`src/rtl/mp_cmd_rx_pkg.sv`:
```
// -----------------------------------------------------------------------------
// mp_cmd_rx_pkg
// Shared constants and types for the per-core message-passing command receiver.
//   MP_PC_W / MP_DATA_W : default widths of the hub's command PC and data fields
//   MP_RX_DEPTH         : default receive FIFO depth
//   ack_state_t         : acknowledge FSM state encoding
// -----------------------------------------------------------------------------
package mp_cmd_rx_pkg;

  localparam int MP_PC_W     = 14;
  localparam int MP_DATA_W   = 32;
  localparam int MP_RX_DEPTH = 4;

  typedef enum logic {
    ACK_IDLE = 1'b0,
    ACK_BUSY = 1'b1
  } ack_state_t;

endpackage

```
`src/rtl/mp_cmd_rx_fifo.sv`:
```
// -----------------------------------------------------------------------------
// mp_cmd_fifo
// First-word-fall-through synchronous FIFO holding {pc, data} commands.
//   clk, rstn       : clock, asynchronous active-low reset (clears contents)
//   push, push_data : write push_data at the tail on the rising edge
//   pop             : retire the head on the rising edge (ignored when empty)
//   head_data       : current head entry, driven straight from storage
//   not_empty       : head is valid
//   level, full     : registered occupancy and occupancy == DEPTH
// -----------------------------------------------------------------------------
module mp_cmd_fifo #(
  parameter int DEPTH = 4,
  parameter int WIDTH = 46
) (
  input  logic                     clk,
  input  logic                     rstn,
  input  logic                     push,
  input  logic [WIDTH-1:0]         push_data,
  input  logic                     pop,
  output logic [WIDTH-1:0]         head_data,
  output logic                     not_empty,
  output logic [$clog2(DEPTH):0]   level,
  output logic                     full
);

  localparam int AW = $clog2(DEPTH);
  localparam logic [AW:0] FULL_LVL = (AW+1)'(DEPTH);

  logic [WIDTH-1:0] mem [DEPTH];
  logic [AW-1:0]    wr_ptr;
  logic [AW-1:0]    rd_ptr;
  logic [AW:0]      level_q;
  logic             push_eff;
  logic             pop_eff;

  // A pop on an empty FIFO is dropped; a push into a full FIFO is only legal
  // when a pop frees the slot in the same cycle.
  assign pop_eff  = pop & (level_q != '0);
  assign push_eff = push & ((level_q != FULL_LVL) | pop_eff);

  always_ff @(posedge clk or negedge rstn) begin
    if (!rstn) begin
      for (int i = 0; i < DEPTH; i++) begin
        mem[i] <= '0;
      end
      wr_ptr  <= '0;
      rd_ptr  <= '0;
      level_q <= '0;
    end else begin
      if (push_eff) begin
        mem[wr_ptr] <= push_data;
        wr_ptr      <= wr_ptr + 1'b1;
      end
      if (pop_eff) begin
        rd_ptr <= rd_ptr + 1'b1;
      end
      // Simultaneous push and pop leaves the occupancy unchanged.
      case ({push_eff, pop_eff})
        2'b10:   level_q <= level_q + 1'b1;
        2'b01:   level_q <= level_q - 1'b1;
        default: level_q <= level_q;
      endcase
    end
  end

  // Stale head is presented when empty; consumers qualify with not_empty.
  assign head_data = mem[rd_ptr];
  assign not_empty = (level_q != '0);
  assign level     = level_q;
  assign full      = (level_q == FULL_LVL);

endmodule

```
`src/rtl/mp_cmd_rx.sv`:
```
// -----------------------------------------------------------------------------
// mp_cmd_rx
// Per-core receiver for message-passing commands from the mp hub. Accepts a
// command, acknowledges it for one cycle, queues {pc, data} and offers the
// queue head to the thread unit as a handler-launch request.
//   clk, rstn          : clock, asynchronous active-low reset
//   mp_access          : hub command valid (hub masks it with our ack)
//   mp_command_pc/data : command fields, held stable by the hub until acked
//   mp_access_ack      : registered one-cycle acknowledge
//   rx_enable          : 0 blocks new accepts; queue still drains
//   launch_valid/pc/data, launch_ready : FWFT head handshake to thread unit
//   rx_level, rx_full  : registered occupancy / full flag
// -----------------------------------------------------------------------------
module mp_cmd_rx
  import mp_cmd_rx_pkg::*;
#(
  parameter int DEPTH  = MP_RX_DEPTH,
  parameter int PC_W   = MP_PC_W,
  parameter int DATA_W = MP_DATA_W
) (
  input  logic                   clk,
  input  logic                   rstn,
  input  logic                   mp_access,
  input  logic [PC_W-1:0]        mp_command_pc,
  input  logic [DATA_W-1:0]      mp_command_data,
  output logic                   mp_access_ack,
  input  logic                   rx_enable,
  output logic                   launch_valid,
  output logic [PC_W-1:0]        launch_pc,
  output logic [DATA_W-1:0]      launch_data,
  input  logic                   launch_ready,
  output logic [$clog2(DEPTH):0] rx_level,
  output logic                   rx_full
);

  ack_state_t              ack_state;
  logic                    pop;
  logic                    acc;
  logic [PC_W+DATA_W-1:0]  head;

  assign pop = launch_valid & launch_ready;

  // Never accept while acking, so a command the hub has not yet retired cannot
  // be captured twice; a same-cycle pop makes room in a full queue.
  assign acc = mp_access & ~mp_access_ack & rx_enable & (~rx_full | pop);

  always_ff @(posedge clk or negedge rstn) begin
    if (!rstn) begin
      ack_state     <= ACK_IDLE;
      mp_access_ack <= 1'b0;
    end else begin
      case (ack_state)
        ACK_IDLE: begin
          if (acc) begin
            ack_state     <= ACK_BUSY;
            mp_access_ack <= 1'b1;
          end
        end
        ACK_BUSY: begin
          ack_state     <= ACK_IDLE;
          mp_access_ack <= 1'b0;
        end
        default: begin
          ack_state     <= ACK_IDLE;
          mp_access_ack <= 1'b0;
        end
      endcase
    end
  end

  mp_cmd_fifo #(
    .DEPTH (DEPTH),
    .WIDTH (PC_W + DATA_W)
  ) u_fifo (
    .clk       (clk),
    .rstn      (rstn),
    .push      (acc),
    .push_data ({mp_command_pc, mp_command_data}),
    .pop       (pop),
    .head_data (head),
    .not_empty (launch_valid),
    .level     (rx_level),
    .full      (rx_full)
  );

  assign launch_pc   = head[PC_W+DATA_W-1:DATA_W];
  assign launch_data = head[DATA_W-1:0];

endmodule

```
`config.mk`:
```
export PLATFORM = sky130hd
export DESIGN_NAME = mp_cmd_rx
export DESIGN_NICKNAME = d
export VERILOG_FILES = /design/src/rtl/mp_cmd_rx_pkg.sv /design/src/rtl/mp_cmd_rx_fifo.sv /design/src/rtl/mp_cmd_rx.sv
export SDC_FILE = /design/constraint.sdc
export NUM_CORES = 1
export LEC_CHECK = 0
export BUFFER_PORTS_ARGS = -buffer_cell sky130_fd_sc_hd__buf_4
export CORE_MARGIN = 1
export CORE_UTILIZATION = 50
export CTS_CLUSTER_SIZE = 16
export DETAILED_ROUTE_END_ITERATION = 10
export GPL_TIMING_DRIVEN = 0
export HOLD_SLACK_MARGIN = 0.03
export PLACE_DENSITY = 0.78
export SKIP_LAST_GASP = 1
export SYNTH_ARGS = -nofsm -noshare
export SYNTH_HDL_FRONTEND = slang
export SYNTH_SLANG_ARGS = --single-unit
```
`constraint.sdc`:
```
create_clock -name clk -period 3 [get_ports clk]
set_input_delay 0.15 -clock clk [delete_from_list [all_inputs] [get_ports clk]]
set_output_delay 0.15 -clock clk [all_outputs]
set_load 0.1 [all_outputs]
```
==> flow_summary.json, run 1 <==
{
  "routedWlPerCell_um": 19.8,
  "cp_common_cell": "buf_2",
  "cts_max_path_buffers": 2,
  "final.min_clock_period_ns": 2.57,
  "cp_data_arrival_time_ns": 2.42,
  "ys_ff_latch": 193,
  "worst_pin_slew_ns": 0.754,
  "dieWidth_um": 133,
  "crit_start": "u_fifo.rd_ptr[0]$_DFFE_PN0P_",
  "antenna_cells": 0,
  "place_area_mm2": 0.00972,
  "ys_types": 23,
  "fillerInstances": 1194,
  "r2r-start": "u_fifo.level[0]$_DFFE_PN0P_",
  "dp.cells": 811,
  "slowest_stage": "mux4_2",
  "synth_nets": 545,
  "core-area_mm2": 0.0168,
  "critical_path.endpoint": "launch_data[14]",
  "cp.required_ns": 2.85,
  "ff2ff_setup_slack_ns": 0.70,
  "vias": 4860,
  "grt_pass1_vias": 5535,
  "relSlewSlack": 0.497,
  "grt_max_degree": 102,
  "dp.final_hpwl_mm": 11.9,
  "synth_area_leaders": "dfrtp_1 (56%), mux2_2 (24%), mux4_2 (12%)",
  "period_share": 0.857,
  "antenna_found_initial": 0,
  "synth_top_cell_area_share": 0.559,
  "cts.hold.buffers_added": 47,
  "status": "complete, no violations",
  "start_util": 0.516,
  "grt_pass1_wl_mm": 29.0,
  "placement.io_buffers": 102,
  "end_kind": "output pin",
  "cpPeakStageDelay_ns": 0.58,
  "synthCells": 488,
  "hp-class": "input pin to register",
  "clkTransAtPathRegs_ns": 0.06,
  "routed_via_density": 5.46,
  "regToRegEndpoint": "u_fifo.level[2]$_DFFE_PN0P_",
  "crit_type": "register to output pin",
  "rsz0062_at_grt": "no",
  "numCtsBuffers": 17,
  "worstPathCellList": "buf_2, buf_2, mux4_2, buf_4",
  "tns_ns": 0,
  "drt.antenna.violating_nets": 0,
  "design_area_mm2": 0.0108,
  "setup_viol": 0,
  "area_delta_synth_final_pct": 25.0,
  "post-cts-setup-buffers": 0,
  "drive_above_1_share": 0.590,
  "num_rows": 47,
  "detail_route.first_pass.iterations": 4,
  "layout.nets": 714,
  "r2r_cells": 9,
  "fmax_ghz": 0.389,
  "final_util": 0.645,
  "cts.sinks": 193,
  "slew_violations": 0,
  "hold_viol": 0,
  "grt_overflow_total": 0,
  "finalWirelength_mm": 17.6,
  "cts_tree": "built",
  "die_h_um": 133,
  "drc": 0,
  "postSynthAreaPerCell_um2": 17.7,
  "yosysWarnings": 0,
  "cp_max_fo": 10,
  "clockRootBuffer": "clkbuf_16",
  "clock_latency_ns": 0.42,
  "h-tree-depth": 4,
  "final_cells": 890,
  "finClkSkew_ns": 0.00570,
  "io_pins": 103,
  "drtIter0Drc": 171,
  "die_area_mm2": 0.0178,
  "grt.total_usage": 0.215,
  "ys_seq_area_frac": 0.559,
  "gp_congestion": 0.734,
  "cts.repair.resized": 0,
  "yosysTopAreaCell": "dfrtp_1",
  "syn_area_mm2": 0.00864,
  "drv_cap": 0,
  "critPathLaunchType": "register"
}
cells in the mapped netlist:
library cell	number
o21ba_2	1
nand2_1	2
fa_1	1
buf_12	16
xor2_1	3
mux2_2	185
nor4b_4	1
buf_6	4
clkbuf_1	1
nor3_1	1
buf_1	3
mux4_2	46
and3_1	1
nor4b_1	4
xnor2_1	3
dfrtp_1	193
or3_2	1
buf_2	6
o31a_2	1
nor2_1	3
inv_1	6
ha_1	5
mux2i_1	1
worst min-delay path by stage:
stage                             start                           end  slack [ns]  cells past startpoint
global route               launch_ready  u_fifo.rd_ptr[0]$_DFFE_PN0P_        0.13                      3
floorplan                          rstn           ack_state$_DFF_PN0_       -0.15                      0
CTS                        launch_ready  u_fifo.rd_ptr[0]$_DFFE_PN0P_        0.12                      3
detailed placement                 rstn   u_fifo.mem[125]$_DFFE_PN0P_        0.22                      1
global placement    ack_state$_DFF_PN0_           ack_state$_DFF_PN0_        0.40                      1
finish                     launch_ready  u_fifo.rd_ptr[0]$_DFFE_PN0P_        0.13                      3
sequential cells by signal, summed over array words and instances, names as in the netlist:
name / count
u_fifo.rd_ptr: 2
u_fifo.mem: 184
u_fifo.wr_ptr: 2
mp_access_ack: 1
u_fifo.level: 3
ack_state: 1
placed cells by master, fill, tap and decap left out, types with 6 or more instances in the layout:
cell type | netlist | final
buf_12 | 16 | 16
buf_2 | 6 | 6
buf_4 | 0 | 101
clkbuf_16 | 0 | 17
dfrtp_1 | 193 | 193
dlygate4sd3_1 | 0 | 47
inv_1 | 6 | 6
mux2_2 | 185 | 185
mux4_2 | 46 | 46
cell type report:
type,count,area (µm²),share of cell area
inverter,6,22.5,0.00208
clock buffer,20,457,0.0423
timing repair buffer,150,1270,0.118
buffer,30,410,0.0380
sequential,193,4830,0.447
tap,220,275,0.0255
clock inverter,12,159,0.0147
multi-input combinational,259,3380,0.313
worst max-delay path: cells and delay by family, from the launching register on:
family | cells | cell delay, ns
buffers and inverters | 3 | 1.06
flip-flops | 1 | 0.35
multiplexers | 1 | 0.58
stage by stage:
stage                     hold slack [ns]  setup slack, ns
after floorplan                    -0.146            0.272
final                               0.130            0.428
after global routing                0.125            0.260
after detailed placement            0.218            0.707
after global placement              0.404            0.724
after CTS                           0.117            0.368
layer usage:
metal / vias to the layer above / part of all wire / global-route usage
met5: - / 0 / 0
met4: 0 / 0.013 / 0.0574
met3: 20 / 0.037 / 0.0525
met2: 99 / 0.53 / 0.381
met1: 2588 / 0.42 / 0.263
li1: 2153 / - / -
kinds of logic after synthesis:
| logic type | count (synthesis) | synth area share |
|---|---|---|
| multiplexers | 232 | 0.362 |
| flip-flops | 193 | 0.559 |
| buffers and inverters | 36 | 0.0501 |
| AND/OR/NAND/NOR | 13 | 0.0111 |
| XOR/XNOR | 6 | 0.00608 |
| adder cells (fa/ha/maj) | 6 | 0.00955 |
| AO/OA/AOI/OAI | 2 | 0.00232 |
Power of run 1 is left out: the tool's default activity adds up to more than one toggle a clock period on the data nets, which glitch-free logic cannot reach.
==> inputs of run 2 (changes only) <==
--- a/config.mk
+++ b/config.mk
@@ -5,6 +5,7 @@
 export SDC_FILE = /design/constraint.sdc
 export NUM_CORES = 1
 export LEC_CHECK = 0
+export ABC_AREA = 1
 export BUFFER_PORTS_ARGS = -buffer_cell sky130_fd_sc_hd__buf_4
 export CORE_MARGIN = 1
 export CORE_UTILIZATION = 50
==> run 2 against run 1 <==
Critical path depth up 2. Synthesized cell count is 130% higher. Flip-flop and latch count unchanged. Hold slack improved by 0.019 ns. Die area up 9.0%. Global-route usage rose by 9.3 points. Wire length increased by 68%. Non-clock buffer count is 78 higher. Area after synthesis rose by 9.1%. First-iteration DRC count increased to 6.5 times the previous value. Highest routed layer unchanged.
==> flow_summary.json, run 2 <==
{
  "status": "complete, no violations",
  "detail_route.first_pass.iterations": 6,
  "p_leak_nw": 6.05,
  "dp.final_hpwl_mm": 18.9,
  "io_pins": 103,
  "drv_cap": 0,
  "synth_mux_area_frac": 0,
  "powerDensity_mw_per_mm2": 996,
  "drc": 0,
  "grt.total_usage": 0.309,
  "area_delta_synth_final_pct": 22.6,
  "h-tree-depth": 4,
  "fillerInstances": 1507,
  "placement.io_buffers": 102,
  "drtIter0Drc": 1118,
  "numCtsBuffers": 17,
  "gp_congestion": 0.854,
  "vias": 9281,
  "routedWlPerCell_um": 19.1,
  "clock_latency_ns": 0.43,
  "synthAdderAreaFrac": 0.00876,
  "largest-register": "u_fifo.mem",
  "critPathLaunchType": "register",
  "grt_pass1_wl_mm": 46.9,
  "design_area_mm2": 0.0116,
  "dieWidth_um": 139,
  "grt_max_degree": 98,
  "dp.cells": 1465,
  "cp_data_arrival_time_ns": 2.48,
  "yosysWarnings": 0,
  "yosysTopAreaCell": "dfrtp_1",
  "cp.required_ns": 2.85,
  "synth_top_cell_area_share": 0.512,
  "period_share": 0.877,
  "hold_viol": 0,
  "clkTransAtPathRegs_ns": 0.07,
  "synth_top_family_by_area": "simple AND/OR/NAND/NOR gates",
  "synthFlopType": "dfrtp_1",
  "synth_nets": 1190,
  "finClkSkew_ns": 0.00722,
  "clockRootBuffer": "clkbuf_16",
  "synthXorXnorAreaFrac": 0.00279,
  "cts_tree": "built",
  "core-area_mm2": 0.0182,
  "start_util": 0.518,
  "synth_compound_area_frac": 0.0809,
  "ir_worst_vdd_v": 0.00111,
  "final_util": 0.635,
  "setup_slack_ns": 0.369,
  "grt_pass1_vias": 8830,
  "worstPathCellList": "inv_1, clkbuf_2, clkbuf_1, o21ai_0, o22ai_1, buf_4",
  "place_area_mm2": 0.0105,
  "tns_ns": 0,
  "cp_max_fo": 10,
  "final.min_clock_period_ns": 2.63,
  "cts.sinks": 193,
  "final_cell_mix": "nand2_1 (379), dfrtp_1 (193), nand4_1 (184)",
  "grt_overflow_total": 0,
  "crit_type": "register to output pin",
  "setup_viol": 0,
  "largest_reg_flops": 184,
  "synthCells": 1133,
  "finalWirelength_mm": 29.5,
  "cts_max_path_buffers": 2,
  "synth-simple-area-share": 0.323,
  "synth_area_leaders": "dfrtp_1 (51%), nand2_1 (15%), nand4_1 (12%)",
  "fmax_ghz": 0.380,
  "cpPeakStageDelay_ns": 0.40,
  "die_area_mm2": 0.0194,
  "drt.antenna.violating_nets": 0,
  "synth-edff-count": 0,
  "die_h_um": 139,
  "end_kind": "output pin",
  "syn_area_mm2": 0.00943,
  "routed_via_density": 6.01,
  "hp-class": "input pin to register",
  "preCtsSetupSlack_ns": 0.724,
  "antenna_cells": 0,
  "slowest_stage": "dfrtp_1",
  "slew_violations": 0,
  "num_rows": 49,
  "relSlewSlack": 0.482,
  "ys_seq_area_frac": 0.512,
  "ys_types": 26,
  "final_cells": 1543,
  "antenna_found_initial": 0,
  "drive_above_1_share": 0.163,
  "layout.nets": 1359,
  "worst_pin_slew_ns": 0.777,
  "ys_top_cells_by_count": "nand2_1 (380), dfrtp_1 (193), nand4_1 (184)",
  "ys_async_sr_fraction": 1.00,
  "synth_most_common_cell": "nand2_1",
  "postSynthAreaPerCell_um2": 8.32,
  "final_common_cell": "nand2_1",
  "rsz0062_at_grt": "no",
  "ys_ff_latch": 193
}
## run 2: changes by cell type after synthesis, sizes merged, moves of 49 or more
cell   before  now
o21ai       0   94
nor2        3   95
nand4       0  184
mux2      185    0
buf        29   78
nand2       2  380
## run 2: worst max-delay path: cells and delay by family, from the launching register on
family | cells | cell delay [ns]
buf+inv | 4 | 1.09
compound gates | 2 | 0.54
flops | 1 | 0.40
## run 2: area by class of cell
cell class / count / area (µm²) / share of cell area
clock buffer: 24 / 492 / 0.0425
clock inverter: 7 / 76.3 / 0.00660
timing repair buffer: 150 / 1270 / 0.110
multi-input combinational: 819 / 3930 / 0.340
tap: 229 / 287 / 0.0248
sequential: 193 / 4830 / 0.418
buffer: 108 / 634 / 0.0549
inverter: 13 / 48.8 / 0.00422
## run 2: power by group
part,total (mW),internal (mW),switching (mW)
combinational,6.59,1.35,5.24
sequential,2.68,2.64,0.0475
clock,2.24,1.24,1.01
total,11.5,5.22,6.30
## run 2: logic make-up after synthesis
kind of cell	after synthesis
AOI/OAI and AO/OA	141
xor gates and xnor gates	3
adders and majority gates	6
buffers and inverters	121
DFF	193
and+or+nand+nor	669
## run 2: path summary, 6_finish.rpt
path / from / slack [ns] / depth (start not counted) / endpoint
worst max-delay path: u_fifo.rd_ptr[1]$_DFFE_PN0P_ / 0.37 / 6 / launch_data[1]
worst min-delay path: launch_ready / 0.15 / 3 / u_fifo.rd_ptr[0]$_DFFE_PN0P_
worst max register to register: u_fifo.level[1]$_DFFE_PN0P_ / 0.66 / 10 / u_fifo.level[2]$_DFFE_PN0P_
worst min register to register: ack_state$_DFF_PN0_ / 0.43 / 1 / mp_access_ack$_DFFE_PN0P_
max in group asynchronous: rstn / 1.79 / 3 / u_fifo.mem[158]$_DFFE_PN0P_
min in group asynchronous: rstn / 0.29 / 2 / u_fifo.mem[38]$_DFFE_PN0P_
## run 2: what timing repair did
item | 4_1_cts | 5_1_grt
hold buffers | 47 | 0
endpoints found under the setup margin | 0 | 0
setup buffers | 0 | 0
endpoints found under the hold margin | 275 | 0
resized for setup | 0 | 0
## run 2: per-stage QoR
stage	hold WS (ns)	power, mW
final	0.149	11.5
after global routing	0.160	11.9
after CTS	0.141	11.5
after detailed placement	0.217	9.21
after global placement	0.414	9.18
after floorplan	-0.146	7.67
## run 2: routing by layer
| metal | wire [µm] | up-vias | global-route usage |
|---|---|---|---|
| met5 | 0 | - | 0 |
| met4 | 651 | 0 | 0.122 |
| met3 | 2810 | 68 | 0.0571 |
| met2 | 13700 | 566 | 0.476 |
| met1 | 12300 | 4413 | 0.432 |
| li1 | - | 4234 | - |
No activity file was read; power rests on OpenSTA's default activity.
